==> src/rtl/mux4_pkg.sv <==
// Shared constants and helpers for the 4-to-1 round-robin streaming mux.
package mux4_pkg;
   localparam int NCH   = 4;
   localparam int SEL_W = 2;

   // NCH is a power of two, so the SEL_W-bit add wraps 3 -> 0 by itself.
   function automatic logic [SEL_W-1:0] rr_next(input logic [SEL_W-1:0] idx);
      return SEL_W'(idx + 1'b1);
   endfunction
endpackage

==> src/rtl/rr_arbiter4.sv <==
// Rotating-priority arbiter: scans req starting at ptr and grants the first
// requester. The pointer moves past the winner only on an actual transfer.
module rr_arbiter4
   import mux4_pkg::*;
(
   input  logic             clk,
   input  logic             rst_n,
   input  logic [NCH-1:0]   req,
   input  logic             advance,
   input  logic [SEL_W-1:0] advance_idx,
   output logic             grant_valid,
   output logic [SEL_W-1:0] grant_idx
);

   logic [SEL_W-1:0] ptr_q, ptr_d;
   logic [SEL_W-1:0] idx;

   assign ptr_d = advance ? rr_next(advance_idx) : ptr_q;

   always_ff @(posedge clk or negedge rst_n) begin
      if (!rst_n) ptr_q <= '0;
      else        ptr_q <= ptr_d;
   end

   // Walk from the farthest offset back to ptr so the nearest requester wins.
   always_comb begin
      grant_valid = 1'b0;
      grant_idx   = ptr_q;
      idx         = '0;
      for (int i = NCH - 1; i >= 0; i--) begin
         idx = SEL_W'(ptr_q + SEL_W'(i));
         if (req[idx]) begin
            grant_valid = 1'b1;
            grant_idx   = idx;
         end
      end
   end

endmodule

==> src/rtl/mux4_rr.sv <==
// 4-to-1 valid/ready stream merger with round-robin arbitration and a
// registered output carrying the source channel index.
module mux4_rr
   import mux4_pkg::*;
#(
   parameter int WIDTH = 8
) (
   input  logic                 clk,
   input  logic                 rst_n,
   input  logic [NCH*WIDTH-1:0] in_data,
   input  logic [NCH-1:0]       in_valid,
   output logic [NCH-1:0]       in_ready,
   output logic [WIDTH-1:0]     out_data,
   output logic [SEL_W-1:0]     out_sel,
   output logic                 out_valid,
   input  logic                 out_ready
);

   logic             load_en;
   logic             xfer;
   logic             grant_valid;
   logic [SEL_W-1:0] grant_idx;

   logic [WIDTH-1:0] data_q, data_d;
   logic [SEL_W-1:0] sel_q, sel_d;
   logic             valid_q, valid_d;

   rr_arbiter4 u_arb (
      .clk         (clk),
      .rst_n       (rst_n),
      .req         (in_valid),
      .advance     (xfer),
      .advance_idx (grant_idx),
      .grant_valid (grant_valid),
      .grant_idx   (grant_idx)
   );

   // Output slot is free when empty or being drained this cycle.
   assign load_en = ~valid_q | out_ready;
   assign xfer    = load_en & grant_valid & rst_n;

   always_comb begin
      in_ready = '0;
      if (xfer) in_ready[grant_idx] = 1'b1;
   end

   always_comb begin
      data_d  = data_q;
      sel_d   = sel_q;
      valid_d = valid_q;
      if (xfer) begin
         data_d  = in_data[int'(grant_idx)*WIDTH +: WIDTH];
         sel_d   = grant_idx;
         valid_d = 1'b1;
      end else if (load_en) begin
         valid_d = 1'b0;
      end
   end

   always_ff @(posedge clk or negedge rst_n) begin
      if (!rst_n) begin
         data_q  <= '0;
         sel_q   <= '0;
         valid_q <= 1'b0;
      end else begin
         data_q  <= data_d;
         sel_q   <= sel_d;
         valid_q <= valid_d;
      end
   end

   assign out_data  = data_q;
   assign out_sel   = sel_q;
   assign out_valid = valid_q;

endmodule

==> config.mk <==
export PLATFORM = sky130hd
export DESIGN_NAME = mux4_rr
export DESIGN_NICKNAME = d
export VERILOG_FILES = /design/src/rtl/mux4_pkg.sv /design/src/rtl/rr_arbiter4.sv /design/src/rtl/mux4_rr.sv
export SDC_FILE = /design/constraint.sdc
export NUM_CORES = 1
export LEC_CHECK = 0
export BUFFER_PORTS_ARGS = -buffer_cell sky130_fd_sc_hd__buf_4
export CAP_MARGIN = 20
export CORE_MARGIN = 2
export CORE_UTILIZATION = 46
export CTS_BUF_LIST = sky130_fd_sc_hd__clkbuf_8
export DETAILED_ROUTE_END_ITERATION = 10
export GPL_ROUTABILITY_DRIVEN = 0
export GPL_TIMING_DRIVEN = 0
export PLACE_DENSITY = 0.86
export SLEW_MARGIN = 20
export SYNTH_ARGS = -nofsm -noshare
export SYNTH_HDL_FRONTEND = slang
export SYNTH_HIERARCHICAL = 1
export SYNTH_SLANG_ARGS = --single-unit
==> constraint.sdc <==
create_clock -name clk -period 3.72 [get_ports clk]
set_input_delay 0.558 -clock clk [delete_from_list [all_inputs] [get_ports clk]]
set_output_delay 0.558 -clock clk [all_outputs]
set_load 0.05 [all_outputs]
* Word-level counts from Yosys, hierarchy flattened
Index checks and enable logic that the tools add are counted.
** Storage, ports and cells
- Bits in registers :: 13
- Input bits :: 39
- Output and inout port bits :: 15
- Word-level logic and storage cells :: 42
** Operators by class
- Add/subtract/negate cells :: 4
- $lt $le $gt $ge :: 6
- Shift operators :: 1
- Multiplexer cells :: 21
- Bitwise logic cells :: 4
- Reductions and logical operators :: 2
** Operators with widths (number)
- $shiftx A32 B6 Y8 :: 1
- $lt A2 B3 Y1 const B :: 5
- $mux W1 :: 11
- $bmux W1 S2 :: 4
- $mux W2 :: 4
- $add A2 B1 Y2 const B :: 2
- $add A2 B2 Y2 const B :: 2
- $mux W4 :: 1
- $and A1 B1 Y1 :: 2
- $demux W1 S2 :: 1
- $ge A2 B1 Y1 const B :: 1
- $reduce_bool A2 Y1 :: 1
- $logic_and A1 B1 Y1 :: 1
- $not A1 Y1 :: 1
- $or A1 B1 Y1 :: 1

* Longest topological paths before layout
Gate-level depths: netlist (run 1).
- Depth after elaboration :: 12
- Gate-level depth with buffers :: 6
- Depth with buffers taken out :: 5

* By module
The synthesis (run 1) kept the hierarchy.
** By module, submodules not included
- mux4_rr :: instances 1, cells an instance 40, area each 663.1 µm², seq. area each 275.3 µm²
- rr_arbiter4 :: instances 1, cells an instance 21, area each 170.2 µm², seq. area each 50.0 µm²

* Least setup slack after synthesis (run 1)
Ideal clock, no wire load.
- Path kind :: input to output
- Start :: input in_valid[0]
- End :: output in_ready[1]
- Data arrival time :: 2.884 ns
- Data required time :: 3.162 ns
- Path slack :: 0.278 ns
- Cell stages on the path :: 5
- Path buffers :: 1
- Cell sequence :: inv_1 -> o22ai_1 -> a222oi_1 -> buf_6 -> nor3b_1
** Between the ends
- Cells in the longest elaborated chain, start to end :: 11
- Elaborated cells on any way between the ends :: 24
- Those cells by class :: 2 x order compare; 19 x mux; 2 x bitwise; 1 x reduce/logical
** RTL lines
- start, declared :: RTL line mux4_rr.sv:11 : input logic [NCH-1:0] in_valid,
- $bmux W1 S2 :: RTL line rr_arbiter4.sv:32 : if (req[idx]) begin
- $mux W1 (implied by the code) :: RTL line rr_arbiter4.sv:32
- $mux W2 (3 in series) :: RTL line rr_arbiter4.sv:32
- $mux W2 * :: RTL line rr_arbiter4.sv:32
- named net grant_idx[0] :: RTL line mux4_rr.sv:22 : logic [SEL_W-1:0] grant_idx;
- $lt A2 B3 Y1 (implied by the code) or $ge A2 B1 Y1 (tied branches) :: RTL line mux4_rr.sv:44 : if (xfer) in_ready[grant_idx] = 1'b1;
- $logic_and A1 B1 Y1 (implied by the code) :: RTL line mux4_rr.sv:44
- $mux W1 (implied by the code) :: RTL line mux4_rr.sv:44
- $demux W1 S2 * :: RTL line mux4_rr.sv:44
- $mux W4 * :: RTL line mux4_rr.sv:44
- end, declared :: RTL line mux4_rr.sv:12 : output logic [NCH-1:0] in_ready,
The timed path passes the listed nets; every way through them passes the cells marked *. The select of a mux whose other input is x is not followed.

* Final worst setup path (run 1)
Ends and elaborated chain as after synthesis.

==> results of run 1 <==
==> final timing paths <==
kind,start,endpoint,slack [ps],cells past startpoint
max,in_valid[0],in_ready[1],810,8
min,rst_n,out_data[5],150,1
max reg2reg,u_arb/ptr_q[0],out_data[6],1230,7
min reg2reg,out_sel[0],out_sel[0],510,1
max in group asynchronous,rst_n,u_arb/ptr_q[0],3390,1
min in group clk,out_sel[0],out_sel[0],510,1
==> state kept, by name (all words and copies together), names as in the netlist <==
name and cells:
out_valid 1, out_sel 2, out_data 8, u_arb/ptr_q 2
==> cells by family (layout without fill, tap and decap cells) <==
family	Yosys count	count (layout)	share of synthesized area
AOI/OAI and AO/OA	9	9	0.07057
xor gates and xnor gates	1	1	0.01051
DFF	13	13	0.3904
buffers and inverters	7	65	0.04053
muxes	19	19	0.3994
and+or+nand+nor	12	12	0.08859
==> area by class of cell <==
| class | count | area share |
|---|---|---|
| Inverter | 5 | 0.01430 |
| Timing Repair Buffer | 54 | 0.3070 |
| Clock buffer | 3 | 0.03146 |
| Tap cell | 25 | 0.02383 |
| Buffer | 2 | 0.01144 |
| Clock inverter | 1 | 0.002860 |
| Multi-Input combinational cell | 41 | 0.3613 |
| Sequential cell | 13 | 0.2479 |
==> report_power, final <==
part	internal [mW]	switching [mW]
Sequential	0.209	0.0481
Clock	0.0731	0.0577
Combinational	0.280	0.380
Total	0.562	0.486
==> worst max-delay path, delay by kind of cell <==
kind | cells | cell delay, ps
buffers and inverters | 5 | 910
AOI/OAI and AO/OA | 2 | 670
and+or+nand+nor | 1 | 210
==> per-stage QoR <==
stage | hold slack [ps] | std cells | instance area (um^2) | power (mW) | setup WS (ps)
finish | 151.7 | 144 | 1313 | 1.048 | 808.1
global route | 167.0 | 144 | 1313 | 1.093 | 665.6
CTS | 151.9 | 143 | 1308 | 1.044 | 616.6
detailed placement | 419.6 | 139 | 1262 | 0.9126 | 644.7
global placement | 416.6 | 139 | 1262 | 0.8921 | 662.6
floorplan | 262.4 | 61 | 833.3 | 0.7205 | 278.3
==> routing by layer <==
layer  vias to the layer above  part of all wire
li1                        359                 -
met1                       381              0.34
met2                        40              0.56
met3                        10             0.062
met4                         0             0.040
met5                         -                 0
==> cell usage after synthesis (2+ instances only) <==
master / number / area (um^2)
sky130_fd_sc_hd__mux2_4: 5 / 75.07
sky130_fd_sc_hd__mux4_1: 3 / 78.83
sky130_fd_sc_hd__dfrtp_1: 13 / 325.3
sky130_fd_sc_hd__mux2_2: 5 / 56.30
sky130_fd_sc_hd__inv_1: 4 / 15.01
sky130_fd_sc_hd__a21oi_1: 3 / 15.01
sky130_fd_sc_hd__nand2_1: 2 / 7.510
sky130_fd_sc_hd__mux4_2: 5 / 112.6
sky130_fd_sc_hd__nor3b_1: 3 / 22.52
sky130_fd_sc_hd__o22ai_1: 3 / 18.77
==> results.json, run 1 <==
{
  "cap_violations": 0,
  "routed_wl_um": 2460,
  "layout-drive-gt1-share": 0.6387,
  "synth_edf_count": 0,
  "h-tree-depth": 1,
  "cts-buffers-inserted": 3,
  "clock_pin_transition_on_the_worst_setup_and_hold_timing_paths_ps": 60,
  "cts_tree": "yes",
  "remaining_drc_errors": 0,
  "number_of_storage_elements_in_the_synthesis_netlist": 13,
  "slew-limit-headroom": 0.6114,
  "pd_cells_nw_per_um2": 798.2,
  "worstSetupPathType": "input port to output port",
  "synth_flop_cell": "sky130_fd_sc_hd__dfrtp_1",
  "crit_end_element": "output port",
  "power.leakage_nw": 0.6432,
  "timing.critical_path.slowest_cell_delay_ps": 580,
  "final_max_slew_viol_count": 0,
  "postCtsSetupBuffers": 0,
  "mostFrequentLayoutCells": "sky130_fd_sc_hd__buf_4, sky130_fd_sc_hd__dfrtp_1",
  "syn_area_um2": 833.3,
  "timing.critical_path.slowest_stage_cell": "sky130_fd_sc_hd__a222oi_1",
  "critical-path-top-cell-by-count": "sky130_fd_sc_hd__buf_4",
  "clock_sinks": 13,
  "layout_commonest_cell": "sky130_fd_sc_hd__buf_4",
  "tns_ps": 0,
  "route.vias.total": 790,
  "buffer_ports.inserted": 53,
  "grt_start_max_net_pins": 16,
  "arrival_ps": 2350,
  "hold_path_class": "input port to async pin",
  "final_util": 0.7685,
  "ir_drop_uv": 515.8,
  "final_nets": 159,
  "ctsHoldBuffers": 0,
  "initialDrtViolationCount": 17,
  "ys_seq_area_frac": 0.3904,
  "grt_remaining_overflow": 0,
  "critical_path.cell_chain": "buf_4, inv_1, o22ai_1, a222oi_1, clkbuf_2, buf_6, nor3b_1, buf_4",
  "drt_first_pass_iters": 4,
  "gr-usage-met2": 0.4444,
  "ioPinCount": 54,
  "synth_nets": 100,
  "die_area_um2": 2168,
  "num-fill-cells": 117,
  "cts-root-buf": "sky130_fd_sc_hd__clkbuf_8",
  "antenna_found_initial": 0,
  "floorplan.die.height_um": 46.56,
  "synth_area_per_cell_um2": 13.66,
  "finClkSkew_ps": 4.049,
  "grt_util_met1": 0.2506,
  "min_period_over_period": 0.7828,
  "async_reset_ff_frac": 1.000,
  "grt_most_used_layer": "met2",
  "resized_gates_after_cts": 0,
  "floorplan.rows": 15,
  "grt_util_all_layers": 0.2443,
  "critical_path_required_ps": 3160,
  "ff_latch_area_um2": 325.3,
  "drt-vias-per-instance": 5.486,
  "ys_types": 25,
  "grt_pass1_wl_um": 3539,
  "final_period_minus_worst_setup_slack_ps": 2912,
  "combined_area_of_the_multi_input_logic_cells_um2": 474.2,
  "rsz0062_at_grt": "no",
  "antennaDiodeCount": 0,
  "globalRouteMet3Util": 0.05098,
  "synth_warnings": 6,
  "timing_hold_violations_final": 0,
  "cp-start-kind": "input port",
  "layout-area-overhead-vs-synth_pct": 57.51,
  "max_freq_mhz": 343.4,
  "final_setup_violation_count": 0,
  "number_of_instances_in_the_synthesized_netlist": 61,
  "outcome": "finished clean",
  "detail-route-antenna-nets": 0,
  "fp.dieW_um": 46.56,
  "clock_insertion_delay_worst_skew_ps": 250,
  "routedWlPerCell_um": 17.08,
  "dp.final_hpwl_um": 1902,
  "clock_path_buffers": 2,
  "first_global_vias": 800,
  "floorplan.initialDensity": 0.4879,
  "worstPathMaxFanout": 10,
  "actual_slew_at_the_worst_max_slew_pin_ps": 583.0,
  "core-area_um2": 1708
}
(Power assumes the default switching activity.)
==> inputs of run 2 (changes only) <==
--- a/config.mk
+++ b/config.mk
@@ -5,15 +5,16 @@
 export SDC_FILE = /design/constraint.sdc
 export NUM_CORES = 1
 export LEC_CHECK = 0
+export ABC_AREA = 1
 export BUFFER_PORTS_ARGS = -buffer_cell sky130_fd_sc_hd__buf_4
 export CAP_MARGIN = 20
 export CORE_MARGIN = 2
-export CORE_UTILIZATION = 46
+export CORE_UTILIZATION = 48
 export CTS_BUF_LIST = sky130_fd_sc_hd__clkbuf_8
 export DETAILED_ROUTE_END_ITERATION = 10
 export GPL_ROUTABILITY_DRIVEN = 0
 export GPL_TIMING_DRIVEN = 0
-export PLACE_DENSITY = 0.86
+export PLACE_DENSITY = 0.82
 export SLEW_MARGIN = 20
 export SYNTH_ARGS = -nofsm -noshare
 export SYNTH_HDL_FRONTEND = slang
==> constraint.sdc (replaced) <==
create_clock -name clk -period 2.75 [get_ports clk]
set_input_delay 0.4125 -clock clk [delete_from_list [all_inputs] [get_ports clk]]
set_output_delay 0.4125 -clock clk [all_outputs]
set_load 0.05 [all_outputs]
==> run 2 against run 1 <==
Global-route usage fell by 2.2 points. Clock skew fell by 2.7 ps. Clock power rose by 21%. Design area rose by 29%. Synthesized area rose by 42%. Flip-flop and latch count did not move. Die area rose by 33%. Non-clock buffer count rose by 7. Power rose by 140%. Cell count rose by 100%. Largest cell class unchanged. Largest power group unchanged.
==> results.json, run 2 <==
{
  "critPathCapture": "in_ready[3]",
  "combined_area_of_the_multi_input_logic_cells_um2": 626.9,
  "rsz0062_at_grt": "no",
  "async_reset_ff_frac": 1.000,
  "number_of_instances_in_the_synthesized_netlist": 205,
  "power.leakage_nw": 1.080,
  "drt-vias-per-instance": 4.543,
  "layout-area-overhead-vs-synth_pct": 43.39,
  "timing.critical_path.slowest_stage_cell": "sky130_fd_sc_hd__dfrtp_1",
  "worstPathMaxFanout": 10,
  "worstRegToRegCells": 15,
  "synth_top_cells_by_area": "sky130_fd_sc_hd__nand2_1, sky130_fd_sc_hd__dfrtp_1, sky130_fd_sc_hd__inv_1",
  "flip_flop_count_of_the_largest_register_all_copies_and_words_added": 8,
  "mostFrequentLayoutCells": "sky130_fd_sc_hd__nand2_1, sky130_fd_sc_hd__buf_4, sky130_fd_sc_hd__inv_1, sky130_fd_sc_hd__nand3_1, sky130_fd_sc_hd__dfrtp_1",
  "final_max_slew_viol_count": 0,
  "startpoint": "u_arb/ptr_q[0]",
  "layout_commonest_cell": "sky130_fd_sc_hd__nand2_1",
  "route.vias.total": 1331,
  "final_setup_violation_count": 0,
  "drt_first_pass_iters": 4,
  "cts-buffers-inserted": 3,
  "timing.final.ws_setup_ps": 143.5,
  "num-fill-cells": 201,
  "worst_r2r_startpoint": "u_arb/ptr_q[1]",
  "routedWlPerCell_um": 10.14,
  "slew-limit-headroom": 0.6484,
  "ioPinCount": 54,
  "netlist.area_leader.share": 0.3079,
  "setup.reg_to_reg.worst_slack_ps": 700,
  "library_cell_occupying_the_most_area_in_the_post_synthesis_netlist": "sky130_fd_sc_hd__nand2_1",
  "actual_slew_at_the_worst_max_slew_pin_ps": 527.4,
  "design_power_total_mw": 2.493,
  "max_freq_mhz": 383.7,
  "critical-path-top-cell-by-count": "sky130_fd_sc_hd__nand2_1",
  "final_design_area_no_fill_um2": 1695,
  "h-tree-depth": 1,
  "timing.critical_path.slowest_cell_delay_ps": 400,
  "critical_path.cell_chain": "buf_6, nand2_1, nand3_1, nand2_2, inv_1, nand2_1, nand2_1, nand2_1, nand2_1, nand2_2, buf_6, inv_4, buf_6, nor3_2, buf_4",
  "finClkSkew_ps": 1.304,
  "number_of_storage_elements_in_the_synthesis_netlist": 13,
  "clock_path_buffers": 2,
  "grt_util_all_layers": 0.2221,
  "synth_top_cells_by_count": "sky130_fd_sc_hd__nand2_1, sky130_fd_sc_hd__inv_1, sky130_fd_sc_hd__nand3_1",
  "cap_violations": 0,
  "buffer_ports.inserted": 53,
  "layout-drive-gt1-share": 0.3057,
  "worstSetupPathType": "flip-flop to output port",
  "pd_cells_nw_per_um2": 1470,
  "floorplan.die.height_um": 53.63,
  "grt_start_max_net_pins": 15,
  "clock_sinks": 13,
  "die_area_um2": 2876,
  "floorplan.initialDensity": 0.5195,
  "min_period_over_period": 0.9478,
  "final_period_minus_worst_setup_slack_ps": 2607,
  "clock_insertion_delay_worst_skew_ps": 240,
  "grt_pass1_wl_um": 4781,
  "timing_hold_violations_final": 0,
  "hold_path_class": "input port to async pin",
  "dp.final_hpwl_um": 2251,
  "final.hold.worst_slack_ps": 13.15,
  "ys_seq_area_frac": 0.2751,
  "post-synth-top-count-cell": "sky130_fd_sc_hd__nand2_1",
  "synth_warnings": 6,
  "crit_end_element": "output port",
  "synth_area_per_cell_um2": 5.768,
  "tns_ps": 0,
  "initialDrtViolationCount": 32,
  "first_global_vias": 1132,
  "cp-start-kind": "flip-flop",
  "routed_wl_um": 2970,
  "cts_tree": "yes",
  "detail-route-antenna-nets": 0,
  "crit-reg2reg-capture": "out_data[1]",
  "ff_latch_area_um2": 325.3,
  "place_area_um2": 1615,
  "placement.setup.worst_slack_ps": 269.0,
  "remaining_drc_errors": 0,
  "cts-root-buf": "sky130_fd_sc_hd__clkbuf_8",
  "fp.dieW_um": 53.63,
  "floorplan.rows": 17,
  "synth_edf_count": 0,
  "synth_nets": 244,
  "grt_remaining_overflow": 0,
  "final_nets": 305,
  "arrival_ps": 2190,
  "synth_flop_cell": "sky130_fd_sc_hd__dfrtp_1",
  "core-area_um2": 2276,
  "antennaDiodeCount": 0,
  "critical_path_required_ps": 2340,
  "ir_drop_uv": 1091,
  "syn_area_um2": 1182,
  "ys_types": 19,
  "outcome": "finished clean",
  "antenna_found_initial": 0,
  "clock_pin_transition_on_the_worst_setup_and_hold_timing_paths_ps": 50
}
-- run 2: changes by cell type after synthesis, moves of 5 or more --
cell / change
sky130_fd_sc_hd__mux4_2: -5
sky130_fd_sc_hd__mux2_4: -5
sky130_fd_sc_hd__o21ai_0: +6
sky130_fd_sc_hd__inv_1: +39
sky130_fd_sc_hd__nand2_1: +95
sky130_fd_sc_hd__nand3_1: +21
sky130_fd_sc_hd__mux2_2: -5
-- run 2: stage by stage --
stage	std cells	util
2_1_floorplan	205	-
3_3_place_gp	286	0.7097
3_5_place_dp	286	0.7097
4_1_cts	290	0.7295
5_1_grt	293	0.7449
6_report	293	0.7449
-- run 2: what timing repair did --
item / CTS / global route
resized for setup: 0 / 6
endpoints found under the setup margin: 0 / 4
hold buffers: 0 / 0
setup buffers: 0 / 3
-- run 2: how the worst min path moves through the flow --
stage | endpoint | cells past startpoint
6_report | out_data[5] | 1
4_1_cts | out_valid | 1
3_3_place_gp | out_valid | 1
3_5_place_dp | out_valid | 1
5_1_grt | out_sel[0] | 1
2_1_floorplan | out_data[0] | 0
-- run 2: cells by family after synthesis --
| logic type | count (synthesis) | share of synthesized area |
|---|---|---|
| AO/OA/AOI/OAI | 9 | 0.05080 |
| XOR/XNOR | 1 | 0.007409 |
| buffers and inverters | 53 | 0.1989 |
| flip-flops | 13 | 0.2751 |
| AND/OR/NAND/NOR | 129 | 0.4677 |
-- run 2: layout make-up --
type,instances,area share
repair buffers,56,0.2502
clock inverters,1,0.002214
plain buffers,7,0.03616
multi-input cells,139,0.3697
well taps,28,0.02066
flip-flops and latches,13,0.1919
inverters,46,0.1048
clock buffers,3,0.02435
-- run 2: worst max-delay path, delay by kind of cell, from the launching register on --
| family | cells | cell delay [ps] |
|---|---|---|
| flip-flops | 1 | 400 |
| buffers and inverters | 6 | 740 |
| AND/OR/NAND/NOR | 9 | 810 |
-- run 2: routing by layer --
| metal | vias to the layer above | global-route usage | part of all wire |
|---|---|---|---|
| met1 | 574 | 0.3259 | 0.50 |
| met2 | 36 | 0.3477 | 0.47 |
| met5 | - | 0 | 0 |
| li1 | 721 | - | - |
| met3 | 0 | 0.008333 | 0.036 |
| met4 | 0 | 0.07692 | 0 |
-- run 2: where the power goes --
part / leakage [nW] / internal (mW) / switching, mW
sequential: 0.160 / 0.287 / 0.0679
combinational: 0.894 / 0.692 / 1.29
clock: 0.0269 / 0.0980 / 0.0609
